File: src/rtl/spi_frame_ctrl.sv
// Frame controller behind the SPI byte receiver: one opcode per chip-select
// frame, driving pixel-RAM writes, the config byte and LED refresh requests.
module spi_frame_ctrl #(
    parameter int ADDR_WIDTH = 10
) (
    input  logic                  clk_i,
    input  logic                  rst_i,
    input  logic                  spi_cs_n_i,
    input  logic                  byte_vld_i,
    input  logic [7:0]            byte_data_i,
    input  logic                  busy_i,
    output logic                  ram_wr_en_o,
    output logic [ADDR_WIDTH-1:0] ram_wr_addr_o,
    output logic [7:0]            ram_wr_data_o,
    output logic [7:0]            cfg_o,
    output logic                  refresh_o,
    output logic [7:0]            err_cnt_o
);

    localparam logic [7:0] OP_CONF    = 8'h2A;
    localparam logic [7:0] OP_ADDR    = 8'h2B;
    localparam logic [7:0] OP_DATA    = 8'h2C;
    localparam logic [7:0] OP_REFRESH = 8'h2D;

    typedef enum logic [2:0] {
        S_IDLE,
        S_CONF,
        S_ADDR_H,
        S_ADDR_L,
        S_DATA,
        S_IGNORE
    } state_t;

    state_t                state;
    logic [ADDR_WIDTH-1:0] ptr;
    logic [7:0]            addr_hi;
    logic                  ref_pend;
    logic                  fire;
    logic [15:0]           addr_full;

    // The pulse depends on busy_i in the same cycle, so it is decoded from
    // the pending flag rather than registered; pending clears as it fires.
    assign fire      = ref_pend & ~busy_i;
    assign refresh_o = fire;
    assign addr_full = {addr_hi, byte_data_i};

    always_ff @(posedge clk_i) begin
        if (rst_i) begin
            state         <= S_IDLE;
            ptr           <= '0;
            addr_hi       <= '0;
            ref_pend      <= 1'b0;
            ram_wr_en_o   <= 1'b0;
            ram_wr_addr_o <= '0;
            ram_wr_data_o <= '0;
            cfg_o         <= '0;
            err_cnt_o     <= '0;
        end else begin
            ram_wr_en_o <= 1'b0;
            if (fire)
                ref_pend <= 1'b0;

            if (spi_cs_n_i) begin
                state <= S_IDLE;
            end else if (byte_vld_i) begin
                case (state)
                    S_IDLE: begin
                        case (byte_data_i)
                            OP_CONF: state <= S_CONF;
                            OP_ADDR: state <= S_ADDR_H;
                            OP_DATA: state <= S_DATA;
                            OP_REFRESH: begin
                                state <= S_IGNORE;
                                // a request while one is pending (even one firing now) merges into it
                                if (!ref_pend)
                                    ref_pend <= 1'b1;
                            end
                            default: begin
                                state <= S_IGNORE;
                                if (err_cnt_o != 8'hFF)
                                    err_cnt_o <= err_cnt_o + 8'd1;
                            end
                        endcase
                    end
                    S_CONF: begin
                        cfg_o <= byte_data_i;
                        state <= S_IGNORE;
                    end
                    S_ADDR_H: begin
                        addr_hi <= byte_data_i;
                        state   <= S_ADDR_L;
                    end
                    S_ADDR_L: begin
                        ptr   <= addr_full[ADDR_WIDTH-1:0];
                        state <= S_IGNORE;
                    end
                    S_DATA: begin
                        ram_wr_en_o   <= 1'b1;
                        ram_wr_addr_o <= ptr;
                        ram_wr_data_o <= byte_data_i;
                        ptr           <= ptr + ADDR_WIDTH'(1);
                    end
                    default: state <= S_IGNORE;
                endcase
            end
        end
    end

endmodule

File: config.mk
export PLATFORM = sky130hd
export DESIGN_NAME = spi_frame_ctrl
export DESIGN_NICKNAME = d
export VERILOG_FILES = /design/src/rtl/spi_frame_ctrl.sv
export SDC_FILE = /design/constraint.sdc
export NUM_CORES = 1
export LEC_CHECK = 0
export CORE_UTILIZATION = 50
export CTS_CLUSTER_SIZE = 20
export DETAILED_ROUTE_END_ITERATION = 8
export GPL_ROUTABILITY_DRIVEN = 0
export PLACE_DENSITY = 0.87
export SKIP_LAST_GASP = 1
export SYNTH_ARGS = -nofsm -noshare
export SYNTH_HDL_FRONTEND = slang
export SYNTH_SLANG_ARGS = --single-unit
File: constraint.sdc
create_clock -name clk_i -period 3.44 [get_ports clk_i]
set_input_delay 0.86 -clock clk_i [delete_from_list [all_inputs] [get_ports clk_i]]
set_output_delay 0.86 -clock clk_i [all_outputs]
set_load 0.005 [all_outputs]
==> reports/metrics.cfg, run 1 <==
[clock_network]
cts_tree = built
cts_hold_buf = 0
cts-resized-gates = 0
cts_setup_buffers = 0
cts-root-buf = clkbuf_8
clockBufferDepth = 2
clock-sinks = 51
numCtsBuffers = 5
clk_latency_ns = 0.30
clk_pin_slew_ns = 0.09
h-tree-depth = 2

[cells_and_area]
fillers = 388
multi_input_area_mm2 = 0.00127
antenna_cells = 0
nNetsFinal = 340
stdcell_count = 378
ff_latch_area_mm2 = 0.00102
drive_above_1_share_pct = 5.21
final_area_mm2 = 0.00296
syn2layout_area_growth_pct = 22.4

[synth]
synth_edf_count = 0
synth-seq-cells = 51
ys_seq_area_share_pct = 42.2
syn_nets = 306
synthFlopType = dfxtp_1
synth.distinct_cells = 50
synth_area_mm2 = 0.00242
async_flop_share_pct = 0
syn_area_per_cell_um2 = 8.31
synth_cells = 291
yosysWarnings = 0

[critical_path]
cp_cell_sequence = clkdlybuf4s50_1, nor2b_1, clkdlybuf4s50_1
critPathSlowestCell = clkdlybuf4s50_1
crit_path_frequent_cell = clkdlybuf4s50_1
required_ns = 2.58
worstPathMaxFanout = 2
cp-end-kind = output pin
regToRegSetupSlack_ns = 1.34
max_stage_delay_ns = 0.50
arrival_ns = 1.90
crit_path_start_kind = input port
path_class = input port to output pin

[timing]
fin_crit_sh_pct = 80.2
fmax_mhz = 363
worstMarginPinSlew_ns = 0.693
min_period_ns = 2.76
rsz0062_at_grt = no
setup_tns_ns = 0
setup_violations = 0
holdWs_ns = 0.457
fin_skew_ns = 0.00427
hold_viol_final = 0
maxSlewHeadroom_pct = 53.8
slew_violations = 0

[floorplan]
io_pins = 49
core_region_area_mm2 = 0.00450
die_area_mm2 = 0.00512
die_w_um = 71.5
die_h_um = 71.5
start_util_pct = 53.7
row_count = 24

[drt]
viasPerCell = 5.93
drc = 0
dr.pass1.iters = 5
drt_iter0_drc = 200
ant_nets = 0
wl_mm = 5.36
avgRoutedWirePerCell_um = 14.2
num_vias = 2240

[placement]
io_buffers = 48
dp_cells = 370
dp_hpwl_mm = 3.65
placed_cell_area_mm2 = 0.00288

[flow_run]
max-cap-violations = 0

[global_route]
grt_pass1_vias = 1856
gr-usage-met1_pct = 29.8
grtUsageMet2_pct = 33.3
grt_first_pass_wirelength_mm = 8.90
grt.overflow.total = 0
grt_usage_pct = 21.9
use_met3_pct = 5.49
antenna_found_initial = 0
grt_max_degree = 34
grt.busiest_layer = met2

[status]
status = completed

[pwr]
ir_drop_mv = 0.241
p_leak_uw = 0.00103
p_per_area_mw_per_mm2 = 348

[worst_hold_path]
min_path_type = register to register

==> report_power, final <==
| group | switching [µW] | total (µW) | leakage (µW) | internal [µW] |
|---|---|---|---|---|
| sequential | 9.03 | 606 | 0.000412 | 597 |
| clock | 188 | 331 | 0.0000422 | 143 |
| combinational | 51.9 | 93.5 | 0.000572 | 41.5 |
| total | 249 | 1030 | 0.00103 | 782 |
==> final cells by class <==
cell class                 instances  area share [%]
multi-input combinational        214            43.0
sequential                        51            34.5
timing repair buffer              50            17.2
clock buffer                       7            2.58
tap                               52            2.20
inverter                           3           0.381
clock inverter                     1           0.169
==> Yosys cell counts (4+ instances only) <==
cell type	n	area, µm²
and2_0	5	31.3
buf_2	10	50.1
o21ai_0	15	75.1
a211oi_1	4	30.0
a31oi_1	4	25.0
nand2_1	50	188
and3_1	4	25.0
dfxtp_1	51	1020
clkbuf_1	11	41.3
nand3_1	7	35.0
mux2i_1	10	100
a21oi_1	34	170
o31ai_1	7	52.6
nor2b_1	4	25.0
or4_1	7	52.6
nor2_1	18	67.6
==> through the flow <==
stage                     setup slack [ns]  power, µW  util [%]
final                                0.682       1030      65.7
after global routing                 0.639       1080      65.7
after CTS                            0.675       1040      65.7
after floorplan                       1.19        675         -
after global placement               0.696        710      63.9
after detailed placement             0.682        712      63.9
==> placed cells by master, fill, tap and decap left out, types with 3 or more instances in the layout <==
| cell type | netlist | layout |
|---|---|---|
| mux2i_1 | 10 | 10 |
| a21oi_1 | 34 | 34 |
| nand2b_1 | 3 | 3 |
| nor2b_1 | 4 | 4 |
| dfxtp_1 | 51 | 51 |
| and3_1 | 4 | 4 |
| clkbuf_8 | 0 | 5 |
| a211oi_1 | 4 | 4 |
| nand3_1 | 7 | 7 |
| nor2_1 | 18 | 18 |
| clkdlybuf4s50_1 | 0 | 48 |
| nand2_1 | 50 | 50 |
| a31oi_1 | 4 | 4 |
| inv_1 | 3 | 3 |
| nand4_1 | 3 | 3 |
| o21ai_0 | 15 | 15 |
| and2_0 | 5 | 5 |
| nand3b_1 | 3 | 3 |
| o31ai_1 | 7 | 7 |
| or4_1 | 7 | 7 |
==> per-layer routing <==
metal | vias up | wire (µm) | share of wire [%]
li1 | 1099 | - | -
met2 | 93 | 2440 | 46
met5 | - | 0 | 0
met1 | 1042 | 2510 | 47
met4 | 0 | 72 | 1.3
met3 | 6 | 332 | 6.2
==> final timing paths <==
| kind | start | end | depth (start not counted) |
|---|---|---|---|
| setup reg to reg | state[2] | ptr[7] | 4 |
| setup / recovery | busy_i | refresh_o | 3 |
| hold / removal | ram_wr_addr_o[4] | ram_wr_addr_o[4] | 2 |
| hold reg to reg | ram_wr_addr_o[4] | ram_wr_addr_o[4] | 2 |
==> logic make-up (layout without fill, tap and decap cells) <==
group	after synthesis	count (layout)	share of synthesized area [%]
DFF	51	51	42.2
adders and majority gates	2	2	1.04
AOI/OAI and AO/OA	78	78	19.8
buffers and inverters	26	61	5.18
xor gates and xnor gates	1	1	0.362
muxes	11	11	4.61
and+or+nand+nor	122	122	26.8
==> sequential cells by signal (all words and copies together), names as in the netlist <==
register	flops
ram_wr_en_o	1
ram_wr_addr_o	10
ptr	10
state	3
err_cnt_o	8
cfg_o	8
ram_wr_data_o	8
ref_pend	1
addr_hi	2
==> worst max-delay path, delay by kind of cell <==
kind                   cells  cell delay (ns)
buffers and inverters      2             0.92
AND/OR/NAND/NOR            1             0.11
(Power assumes the default switching activity.)
==> inputs of run 2 (changes only) <==
clock period = 2.9 ns   (was 3.44 ns; I/O delays follow)
==> reports/metrics.cfg, run 2 (synthesis gave the netlist of run 1 again) <==
[status]
status = completed  ; unchanged

[clock_network]
cts_setup_buffers = 0  ; unchanged
clk_pin_slew_ns = 0.08  ; was 0.09 ns
clock-sinks = 51  ; unchanged
cts_tree = built  ; unchanged
clockBufferDepth = 2  ; unchanged
numCtsBuffers = 5  ; unchanged
h-tree-depth = 2  ; unchanged
cts-resized-gates = 0  ; unchanged
cts_hold_buf = 0  ; unchanged
cts-root-buf = clkbuf_8  ; unchanged
clk_latency_ns = 0.31  ; was 0.30 ns

[critical_path]
arrival_ns = 1.75  ; was 1.90 ns
cp-end-kind = output pin  ; unchanged
crit_start = busy_i  ; unchanged
crit_path_start_kind = input port  ; unchanged
regToRegSetupSlack_ns = 0.89  ; was 1.34 ns
rr_startpoint = state[2]  ; unchanged
required_ns = 2.17  ; was 2.58 ns
path_class = input port to output pin  ; unchanged
reg2reg_depth = 4  ; unchanged
worstPathMaxFanout = 2  ; unchanged
reg2reg_to = ptr[0]  ; was ptr[7]

[worst_hold_path]
min_path_type = register to register  ; unchanged
min_delay_worst_endpoint = ram_wr_addr_o[8]  ; was ram_wr_addr_o[4]
hold_depth = 2  ; unchanged
hp-start = ram_wr_addr_o[8]  ; was ram_wr_addr_o[4]

[cells_and_area]
top_regs = ptr x10, ram_wr_addr_o x10  ; unchanged
antenna_cells = 0  ; unchanged
final_cell_mix = 51 x dfxtp_1, 50 x nand2_1, 48 x clkdlybuf4s50_1  ; unchanged
final_common_cell = dfxtp_1  ; unchanged
syn2layout_area_growth_pct = 25.1  ; was 22.4%
nNetsFinal = 348  ; was 340
drive_above_1_share_pct = 7.78  ; was 5.21%

[timing]
slew_violations = 0  ; unchanged
holdWs_ns = 0.455  ; was 0.457 ns
rsz0062_at_grt = no  ; unchanged
fin_skew_ns = 0.00828  ; was 0.00427 ns
fmax_mhz = 405
min_period_ns = 2.47
fin_crit_sh_pct = 85.2
setup_tns_ns = 0  ; unchanged
hold_viol_final = 0  ; unchanged
worstMarginPinSlew_ns = 0.575  ; was 0.693 ns
maxSlewHeadroom_pct = 61.5  ; was 53.8%
setup_violations = 0  ; unchanged

[floorplan]
io_pins = 49  ; unchanged
die_w_um = 71.5  ; unchanged
start_util_pct = 53.7  ; unchanged
core_region_area_mm2 = 0.00450  ; unchanged
row_count = 24  ; unchanged
die_h_um = 71.5  ; unchanged
die_area_mm2 = 0.00512  ; unchanged

[pwr]
total_power_uw = 1280  ; was 1030 µW
ir_drop_mv = 0.246  ; was 0.241 mV
p_leak_uw = 0.00107  ; was 0.00103 µW
p_per_area_mw_per_mm2 = 423  ; was 348 mW/mm²

[global_route]
grt_pass1_vias = 1990  ; was 1856
grt.overflow.total = 0  ; unchanged
gr-usage-met1_pct = 29.7  ; was 29.8%
grt_usage_pct = 22.7  ; was 21.9%
grt_first_pass_wirelength_mm = 9.28  ; was 8.90 mm
antenna_found_initial = 0  ; unchanged
use_met3_pct = 5.06  ; was 5.49%
grt_max_degree = 33  ; was 34
grt.busiest_layer = met2  ; unchanged
grtUsageMet2_pct = 37.1  ; was 33.3%

[drt]
dr.pass1.iters = 6  ; was 5
viasPerCell = 5.91  ; was 5.93
avgRoutedWirePerCell_um = 14.4  ; was 14.2 µm
ant_nets = 0  ; unchanged
num_vias = 2280  ; was 2240
drc = 0  ; unchanged
drt_iter0_drc = 206  ; was 200
wl_mm = 5.56  ; was 5.36 mm

[flow_run]
max-cap-violations = 0  ; unchanged

[placement]
io_buffers = 48  ; unchanged
dp_hpwl_mm = 3.93  ; was 3.65 mm

-- run 2: cell types whose count changed in the layout (fill, tap and decap cells not counted), sizes merged --
cell    change
clkbuf      +1
buf         +8
clkinv      -1
-- run 2: stage by stage --
| stage | area, µm² | worst slack (ns) | utilization (%) | cells |
|---|---|---|---|---|
| finish | 3020 | 0.429 | 67.1 | 386 |
| global route | 3020 | 0.397 | 67.1 | 386 |
| CTS | 3020 | 0.425 | 67.1 | 386 |
| detailed placement | 2920 | 0.278 | 64.9 | 378 |
| global placement | 2920 | 0.316 | 64.9 | 378 |
| floorplan | 2420 | 0.783 | - | 291 |
-- run 2: critical path: stages --
cell and delay (ns):
clkdlybuf4s50_1 0.42, nor2b_1 0.11, clkdlybuf4s50_1 0.50
-- run 2: how the worst max path moves through the flow --
stage | endpoint | slack (ns) | cells after the start
6_report | refresh_o | 0.43 | 3
4_1_cts | refresh_o | 0.43 | 3
3_5_place_dp | err_cnt_o[6] | 0.28 | 5
3_3_place_gp | err_cnt_o[6] | 0.32 | 5
2_1_floorplan | err_cnt_o[6] | 0.78 | 6
5_1_grt | refresh_o | 0.40 | 3
-- run 2: power by group --
part | leakage [µW] | switching [µW] | internal (µW)
registers | 0.000412 | 11.0 | 708
logic | 0.000605 | 63.0 | 52.5
clock network | 0.0000515 | 227 | 218
-- run 2: cell type report --
class	instances	area (µm²)
flip-flops and latches	51	1020
repair buffers	58	556
multi-input cells	214	1270
clock buffers	8	100
fillers	362	1480
inverters	3	11.3
well taps	52	65.1
-- run 2: layer usage --
metal | up-vias | routed length, µm
met1 | 1056 | 2500
met2 | 102 | 2620
li1 | 1116 | -
met5 | - | 0
met4 | 0 | 59
met3 | 6 | 373
==> inputs of run 3 (changes only) <==
SKIP_LAST_GASP = unset   (was 1)
==> results of run 3 <==
The final DEF is identical to that of run 2; final timing and power are the same.
